<file path="src/rtl/fir_audio_filter_param.sv">
// Stereo FIR filter with one time-multiplexed MAC per channel, double-buffered
// run-time coefficients, round-half-up, saturation and bypass.
module fir_audio_filter_param #(
  parameter int DATA_W = 16,
  parameter int COEF_W = 18,
  parameter int TAPS   = 9,
  parameter int FRAC   = 15
) (
  input  logic                       clk,
  input  logic                       rst,
  input  logic                       sample_valid,
  input  logic [2*DATA_W-1:0]        audio_in,
  input  logic                       coef_we,
  input  logic [$clog2(TAPS)-1:0]    coef_addr,
  input  logic [COEF_W-1:0]          coef_wdata,
  input  logic                       coef_commit,
  input  logic                       bypass,
  output logic [2*DATA_W-1:0]        audio_out,
  output logic                       out_valid,
  output logic                       busy,
  output logic                       drop,
  output logic                       sat
);

  localparam int AW     = $clog2(TAPS);
  localparam int PROD_W = DATA_W + COEF_W;
  localparam int ACC_W  = DATA_W + COEF_W + AW;

  localparam logic [AW-1:0]            K_LAST   = AW'(TAPS - 1);
  localparam logic [AW-1:0]            K_ONE    = {{(AW-1){1'b0}}, 1'b1};
  localparam logic [AW:0]              TAPS_L   = (AW+1)'(TAPS);
  localparam logic signed [COEF_W-1:0] COEF_ONE = {{(COEF_W-1){1'b0}}, 1'b1} << FRAC;
  localparam logic signed [ACC_W-1:0]  HALF_A   = {{(ACC_W-1){1'b0}}, 1'b1} << (FRAC - 1);
  localparam logic signed [ACC_W-1:0]  MAX_A    = {{(ACC_W-DATA_W+1){1'b0}}, {(DATA_W-1){1'b1}}};
  localparam logic signed [ACC_W-1:0]  MIN_A    = {{(ACC_W-DATA_W+1){1'b1}}, {(DATA_W-1){1'b0}}};

  typedef enum logic [1:0] {
    IDLE  = 2'd0,
    MAC   = 2'd1,
    ROUND = 2'd2
  } state_t;

  state_t                     state_r;
  state_t                     state_nxt_s;
  logic [AW-1:0]              k_r;
  logic signed [DATA_W-1:0]   xl_r [TAPS];
  logic signed [DATA_W-1:0]   xr_r [TAPS];
  logic signed [COEF_W-1:0]   shadow_r [TAPS];
  logic signed [COEF_W-1:0]   active_r [TAPS];
  logic signed [ACC_W-1:0]    acc_l_r;
  logic signed [ACC_W-1:0]    acc_r_r;
  logic                       pend_r;
  logic [2*DATA_W-1:0]        audio_out_r;
  logic                       out_valid_r;
  logic                       drop_r;
  logic                       sat_r;

  logic                       idle_s;
  logic                       accept_s;
  logic                       copy_s;
  logic                       wr_ok_s;
  logic signed [PROD_W-1:0]   prod_l_s;
  logic signed [PROD_W-1:0]   prod_r_s;
  logic [DATA_W:0]            res_l_s;
  logic [DATA_W:0]            res_r_s;

  // Round half toward +inf, then clip; MSB of the result flags a clip.
  function automatic logic [DATA_W:0] round_sat(input logic signed [ACC_W-1:0] acc);
    logic signed [ACC_W-1:0] r;
    r = (acc + HALF_A) >>> FRAC;
    if (r > MAX_A) begin
      return {1'b1, MAX_A[DATA_W-1:0]};
    end else if (r < MIN_A) begin
      return {1'b1, MIN_A[DATA_W-1:0]};
    end else begin
      return {1'b0, r[DATA_W-1:0]};
    end
  endfunction

  assign idle_s   = (state_r == IDLE);
  assign accept_s = idle_s && sample_valid;
  // A commit that meets a new sample waits until after that sample.
  assign copy_s   = idle_s && !sample_valid && (coef_commit || pend_r);
  assign wr_ok_s  = coef_we && ({1'b0, coef_addr} < TAPS_L);

  assign prod_l_s = PROD_W'(active_r[k_r]) * PROD_W'(xl_r[k_r]);
  assign prod_r_s = PROD_W'(active_r[k_r]) * PROD_W'(xr_r[k_r]);
  assign res_l_s  = round_sat(acc_l_r);
  assign res_r_s  = round_sat(acc_r_r);

  assign audio_out = audio_out_r;
  assign out_valid = out_valid_r;
  assign busy      = !idle_s;
  assign drop      = drop_r;
  assign sat       = sat_r;

  // FSM state register.
  always_ff @(posedge clk or negedge rst) begin
    if (!rst) begin
      state_r <= IDLE;
    end else begin
      state_r <= state_nxt_s;
    end
  end

  // FSM next-state logic.
  always_comb begin
    state_nxt_s = state_r;
    case (state_r)
      IDLE: begin
        if (sample_valid) begin
          state_nxt_s = MAC;
        end else begin
          state_nxt_s = IDLE;
        end
      end
      MAC: begin
        if (k_r == K_LAST) begin
          state_nxt_s = ROUND;
        end else begin
          state_nxt_s = MAC;
        end
      end
      ROUND:   state_nxt_s = IDLE;
      default: state_nxt_s = IDLE;
    endcase
  end

  // Shadow/active coefficient banks and the pending-commit flag.
  always_ff @(posedge clk or negedge rst) begin
    if (!rst) begin
      for (int i = 0; i < TAPS; i++) begin
        shadow_r[i] <= (i == 0) ? COEF_ONE : {COEF_W{1'b0}};
        active_r[i] <= (i == 0) ? COEF_ONE : {COEF_W{1'b0}};
      end
      pend_r <= 1'b0;
    end else begin
      for (int i = 0; i < TAPS; i++) begin
        if (wr_ok_s && (coef_addr == AW'(i))) begin
          shadow_r[i] <= coef_wdata;
        end
        // Forward a same-cycle write so the commit includes it.
        if (copy_s) begin
          active_r[i] <= (wr_ok_s && (coef_addr == AW'(i))) ? coef_wdata : shadow_r[i];
        end
      end
      pend_r <= (pend_r || coef_commit) && !copy_s;
    end
  end

  // Delay lines, accumulators, tap counter and registered outputs.
  always_ff @(posedge clk or negedge rst) begin
    if (!rst) begin
      for (int i = 0; i < TAPS; i++) begin
        xl_r[i] <= {DATA_W{1'b0}};
        xr_r[i] <= {DATA_W{1'b0}};
      end
      acc_l_r     <= {ACC_W{1'b0}};
      acc_r_r     <= {ACC_W{1'b0}};
      k_r         <= {AW{1'b0}};
      audio_out_r <= {(2*DATA_W){1'b0}};
      out_valid_r <= 1'b0;
      drop_r      <= 1'b0;
      sat_r       <= 1'b0;
    end else begin
      out_valid_r <= 1'b0;
      sat_r       <= 1'b0;
      drop_r      <= sample_valid && !idle_s;
      case (state_r)
        IDLE: begin
          if (accept_s) begin
            for (int i = TAPS - 1; i > 0; i--) begin
              xl_r[i] <= xl_r[i-1];
              xr_r[i] <= xr_r[i-1];
            end
            xl_r[0] <= audio_in[2*DATA_W-1:DATA_W];
            xr_r[0] <= audio_in[DATA_W-1:0];
            acc_l_r <= {ACC_W{1'b0}};
            acc_r_r <= {ACC_W{1'b0}};
            k_r     <= {AW{1'b0}};
          end
        end
        MAC: begin
          acc_l_r <= acc_l_r + ACC_W'(prod_l_s);
          acc_r_r <= acc_r_r + ACC_W'(prod_r_s);
          k_r     <= k_r + K_ONE;
        end
        ROUND: begin
          out_valid_r <= 1'b1;
          if (bypass) begin
            audio_out_r <= {xl_r[0], xr_r[0]};
            sat_r       <= 1'b0;
          end else begin
            audio_out_r <= {res_l_s[DATA_W-1:0], res_r_s[DATA_W-1:0]};
            sat_r       <= res_l_s[DATA_W] || res_r_s[DATA_W];
          end
        end
        default: begin
          k_r <= {AW{1'b0}};
        end
      endcase
    end
  end

endmodule

</file>
<file path="config.mk">
export PLATFORM = sky130hd
export DESIGN_NAME = fir_audio_filter_param
export DESIGN_NICKNAME = d
export VERILOG_FILES = /design/src/rtl/fir_audio_filter_param.sv
export SDC_FILE = /design/constraint.sdc
export NUM_CORES = 2
export LEC_CHECK = 0
export CORE_AREA = 4 4 317 319
export CTS_CLUSTER_DIAMETER = 200
export DETAILED_ROUTE_END_ITERATION = 8
export DIE_AREA = 0 0 321 323
export GPL_TIMING_DRIVEN = 1
export MAX_ROUTING_LAYER = met4
export PLACE_DENSITY = 0.77
export SYNTH_ARGS = -nofsm -noshare
export SYNTH_HDL_FRONTEND = slang
export SYNTH_SLANG_ARGS = --single-unit
</file>
<file path="constraint.sdc">
create_clock -name clk -period 8.5 [get_ports clk]
set_input_delay 2.55 -clock clk [delete_from_list [all_inputs] [get_ports clk]]
set_output_delay 2.55 -clock clk [all_outputs]
set_load 0.02 [all_outputs]
</file>
==> parameters.txt <==
Parameter                              Value

Synth
  Number of distinct library cells after synthesis    76
  Proportion of netlist area held by the largest area contributor    0.323
  Cell taking the most area after synthesis    sky130_fd_sc_hd__dfrtp_1
  Synthesized netlist cell count    5559
  Cell Area, Synth    between 50000 and 60000 um2
  Async set-or-reset flop fraction in the synthesized netlist    1.00
  Number of nets produced by synthesis    6533
  Post-synthesis sequential area ratio    0.324
  Mean cell area of the mapped netlist    10.1 um2
  Leading cell types by total area after synthesis    sky130_fd_sc_hd__dfrtp_1 32%, sky130_fd_sc_hd__fa_1 24%, sky130_fd_sc_hd__nand2_1 8.3%
  Synth Warn #    0
  Register bit count reported by yosys    730
  Predominant post-synthesis flop cell    sky130_fd_sc_hd__dfrtp_1
  Number of enable flip-flop cells after synthesis    0

Timing
  Unrepaired setup endpoints after global routing    false
  Smallest hold slack    0.469 ns
  Max Clock Skew    0.0594 ns
  Number of failing setup endpoints in the final timing report    0
  Worst max-slew margin expressed relative to the limit    0.245
  Maximum frequency from static timing analysis    0.121 GHz
  Pin slew with the least headroom to its limit    1.12 ns
  Count of pins over their slew limit    0
  Final period demand of the worst path    8.27 ns
  TNS Setup    0 ns
  Period utilization    0.973
  Hold violation count in the final report    0

Die
  Vertical die dimension    approximately 320 um
  Area of the core    97800 um2
  Die span in x    321 um
  I/O pin cnt    96
  Die Area    104000 um2
  Effective utilization at floorplan    0.576
  Number of standard-cell rows in the floorplan    115

Setup path
  Path depth of the worst reg2reg path    27
  Launching element type of the critical path    flop
  WP data required    9.06 ns
  Type of element capturing the critical path    flop
  Peak fanout along the critical path    10
  Data arrival time of the critical path    8.83 ns
  Critical path type    reg2reg

Drt
  Total number of vias    40264
  Wirelength, routed    143000 um
  Initial DRC Count    roughly 3500
  DRC errors left    0
  Post-route ant nets    0
  Average detailed-routed wire length per instance    20.4 um
  Number of iterations in the first detailed-routing pass    6
  Vias per Instance    5.74

CTS
  Worst skew pair latency    0.67 ns
  Buffer type at the clock tree root    sky130_fd_sc_hd__clkbuf_16
  Maximum buffer depth of the clock tree    3
  Clock Sink Count    730
  TritonCTS clock tree    done
  Clk slew on worst S/H paths    0.06 ns
  Number of buffers created by CTS    78
  Level count of the clock H-tree    3

Cells and area
  Area Growth Syn to Fin    11.1%
  Layout cells sized above 1    0.146
  Net total in the final layout    ~6600
  Antenna diode instance count    0

GRT
  Number of antenna violations at the first check in global routing    0
  Global route total overflow    0
  Largest net degree at the start of global routing    228
  Global router's overall resource usage    0.293
  First-pass GRT wire length    ~230000 um
  Vias in the first global route    around 42000

Placed design
  Count of buffers inserted at the top-level ports    95
  Routability cong.    roughly 0.97
  Hpwl dp    105000 um

Worst hold path
  Min-Delay Path Depth    2
  Classification of the worst-slack hold path    reg2reg

Job
  Count of max-cap constraint violations    0

Status
  Outcome    finished clean
==> cells in the final DEF (no fill, tap or decap), types with 7 or more instances in the layout <==
master and count:
sky130_fd_sc_hd__nand2_1 1252, sky130_fd_sc_hd__inv_1 757, sky130_fd_sc_hd__dfrtp_1 724, sky130_fd_sc_hd__fa_1 686
sky130_fd_sc_hd__nor2_1 415, sky130_fd_sc_hd__mux2_2 325, sky130_fd_sc_hd__ha_1 226, sky130_fd_sc_hd__buf_4 158
sky130_fd_sc_hd__o21ai_0 134, sky130_fd_sc_hd__mux4_2 100, sky130_fd_sc_hd__clkdlybuf4s50_1 93, sky130_fd_sc_hd__clkbuf_16 81
sky130_fd_sc_hd__nand3_1 75, sky130_fd_sc_hd__a21oi_1 74, sky130_fd_sc_hd__xnor2_1 60, sky130_fd_sc_hd__mux2i_1 53
sky130_fd_sc_hd__xor2_1 48, sky130_fd_sc_hd__o21ai_1 39, sky130_fd_sc_hd__o21a_1 31, sky130_fd_sc_hd__a21o_1 31
sky130_fd_sc_hd__nor3_1 27, sky130_fd_sc_hd__buf_12 21, sky130_fd_sc_hd__or2_2 19, sky130_fd_sc_hd__a211oi_1 16
sky130_fd_sc_hd__clkbuf_8 15, sky130_fd_sc_hd__o21bai_1 13, sky130_fd_sc_hd__and3_1 12, sky130_fd_sc_hd__clkinv_2 12
sky130_fd_sc_hd__bufinv_16 11, sky130_fd_sc_hd__clkbuf_1 11, sky130_fd_sc_hd__nand2b_1 10, sky130_fd_sc_hd__nand4_1 10
sky130_fd_sc_hd__o21ai_2 9, sky130_fd_sc_hd__and2_1 9, sky130_fd_sc_hd__nor2b_1 9, sky130_fd_sc_hd__o31ai_1 9
sky130_fd_sc_hd__o21a_2 8, sky130_fd_sc_hd__a211oi_2 8, sky130_fd_sc_hd__inv_6 8, sky130_fd_sc_hd__nor3_2 7
==> synth_stat cells (all sizes together) (8+ instances only) <==
master and count:
nor2 417, or2 19, a211oi 24, clkbuf 203, and3 12, inv 757
dfrtp 728, nor3 35, nand3 76, o21ai 182, xnor2 60, mux2i 55
a21oi 78, a21o 31, and2 10, nand2 1254, or3 8, o21a 39
nor2b 10, buf 52, fa 688, mux2 325, o31ai 10, mux4 100
xor2 48, nand2b 11, ha 226, o21bai 13, nand4 11
==> worst max-delay path, cell delays in order, from the launching register on <==
cell                       delay [ns]
sky130_fd_sc_hd__dfrtp_4         0.47
sky130_fd_sc_hd__buf_12          0.18
sky130_fd_sc_hd__mux4_2          0.52
sky130_fd_sc_hd__mux2i_1         0.32
sky130_fd_sc_hd__o21a_1          0.56
sky130_fd_sc_hd__nor2_1          0.15
sky130_fd_sc_hd__fa_1            0.57
sky130_fd_sc_hd__inv_1           0.05
sky130_fd_sc_hd__fa_1            0.46
sky130_fd_sc_hd__fa_1            0.50
sky130_fd_sc_hd__fa_1            0.55
sky130_fd_sc_hd__inv_1           0.05
sky130_fd_sc_hd__fa_1            0.48
sky130_fd_sc_hd__inv_1           0.05
sky130_fd_sc_hd__fa_1            0.47
sky130_fd_sc_hd__inv_1           0.04
sky130_fd_sc_hd__ha_1            0.34
sky130_fd_sc_hd__a211oi_1        0.26
sky130_fd_sc_hd__nand2_1         0.12
sky130_fd_sc_hd__a221o_1         0.40
sky130_fd_sc_hd__o21ai_1         0.22
sky130_fd_sc_hd__o211ai_1        0.12
sky130_fd_sc_hd__buf_4           0.18
sky130_fd_sc_hd__a221o_1         0.36
sky130_fd_sc_hd__a211o_1         0.27
sky130_fd_sc_hd__a21oi_1         0.18
sky130_fd_sc_hd__xnor2_1         0.08
sky130_fd_sc_hd__a22o_1          0.18
==> sequential cells by signal, indices dropped and copies added (netlist names) <==
signal,cells
pend_r,1
k_r,4
active_r,162
xr_r,144
sat,1
xl_r,144
drop,1
out_valid,1
shadow_r,162
state_r,2
audio_out,32
acc_l_r,38
acc_r_r,38
==> metrics by stage <==
| step | cells | instance area [um2] | setup WS [ns] | util |
|---|---|---|---|---|
| finish | 7013 | 62600 | 0.229 | 0.640 |
| global route | 7013 | 62600 | 0.00233 | 0.640 |
| CTS | 7010 | 62500 | 0.117 | 0.638 |
| detailed placement | 6865 | 59600 | 0.149 | 0.609 |
| global placement | 6865 | 59600 | 0.228 | 0.609 |
| floorplan | 5559 | 56400 | 0.121 | - |
==> cell type report <==
cell class                 instances  area [um2]
multi-input combinational       3817       34400
inverter                         757        2840
sequential                       730       18300
tap                             1287        1610
clock inverter                    40         606
fill                            7443       35200
timing repair buffer             277        2640
clock buffer                     105        2220
==> layer usage <==
metal / share of wire / vias up / global-route usage
met3: 0.078 / 355 / 0.0526
met2: 0.48 / 1635 / 0.462
met4: 0.036 / 0 / 0.0995
met1: 0.41 / 20587 / 0.391
li1: - / 17687 / -
met5: 0 / - / -
==> logic make-up (layout without fill, tap and decap cells) <==
logic type      count (synthesis)  after routing  share of synthesized area
compound gates                429            429                     0.0476
fa+ha+maj                     914            914                      0.294
xor+xnor                      108            108                     0.0168
simple gates                 1886           1886                      0.134
buf+inv                      1012           1179                     0.0683
flops                         730            730                      0.324
mux                           480            480                      0.115
==> what timing repair did <==
item | CTS | global route
resized for setup | 0 | 36
endpoints found under the setup margin | 0 | 12
hold endpoints to repair | 0 | 0
hold buffers | 0 | 0
setup buffers | 0 | 1
==> path summary, 6_finish.rpt <==
| kind | slack, ns | end | start |
|---|---|---|---|
| setup / recovery | 0.23 | acc_r_r[37] | k_r[0] |
| hold / removal | 0.47 | xl_r[6] | xl_r[22] |
| setup reg to reg | 0.23 | acc_r_r[37] | k_r[0] |
| hold reg to reg | 0.47 | xl_r[6] | xl_r[22] |
| max in group asynchronous | 4.98 | xl_r[21] | rst |
| min in group asynchronous | 1.96 | xr_r[98] | rst |
Power is not shown: default switching activity piles up to over one toggle a cycle in this logic, so the estimate is an artifact.
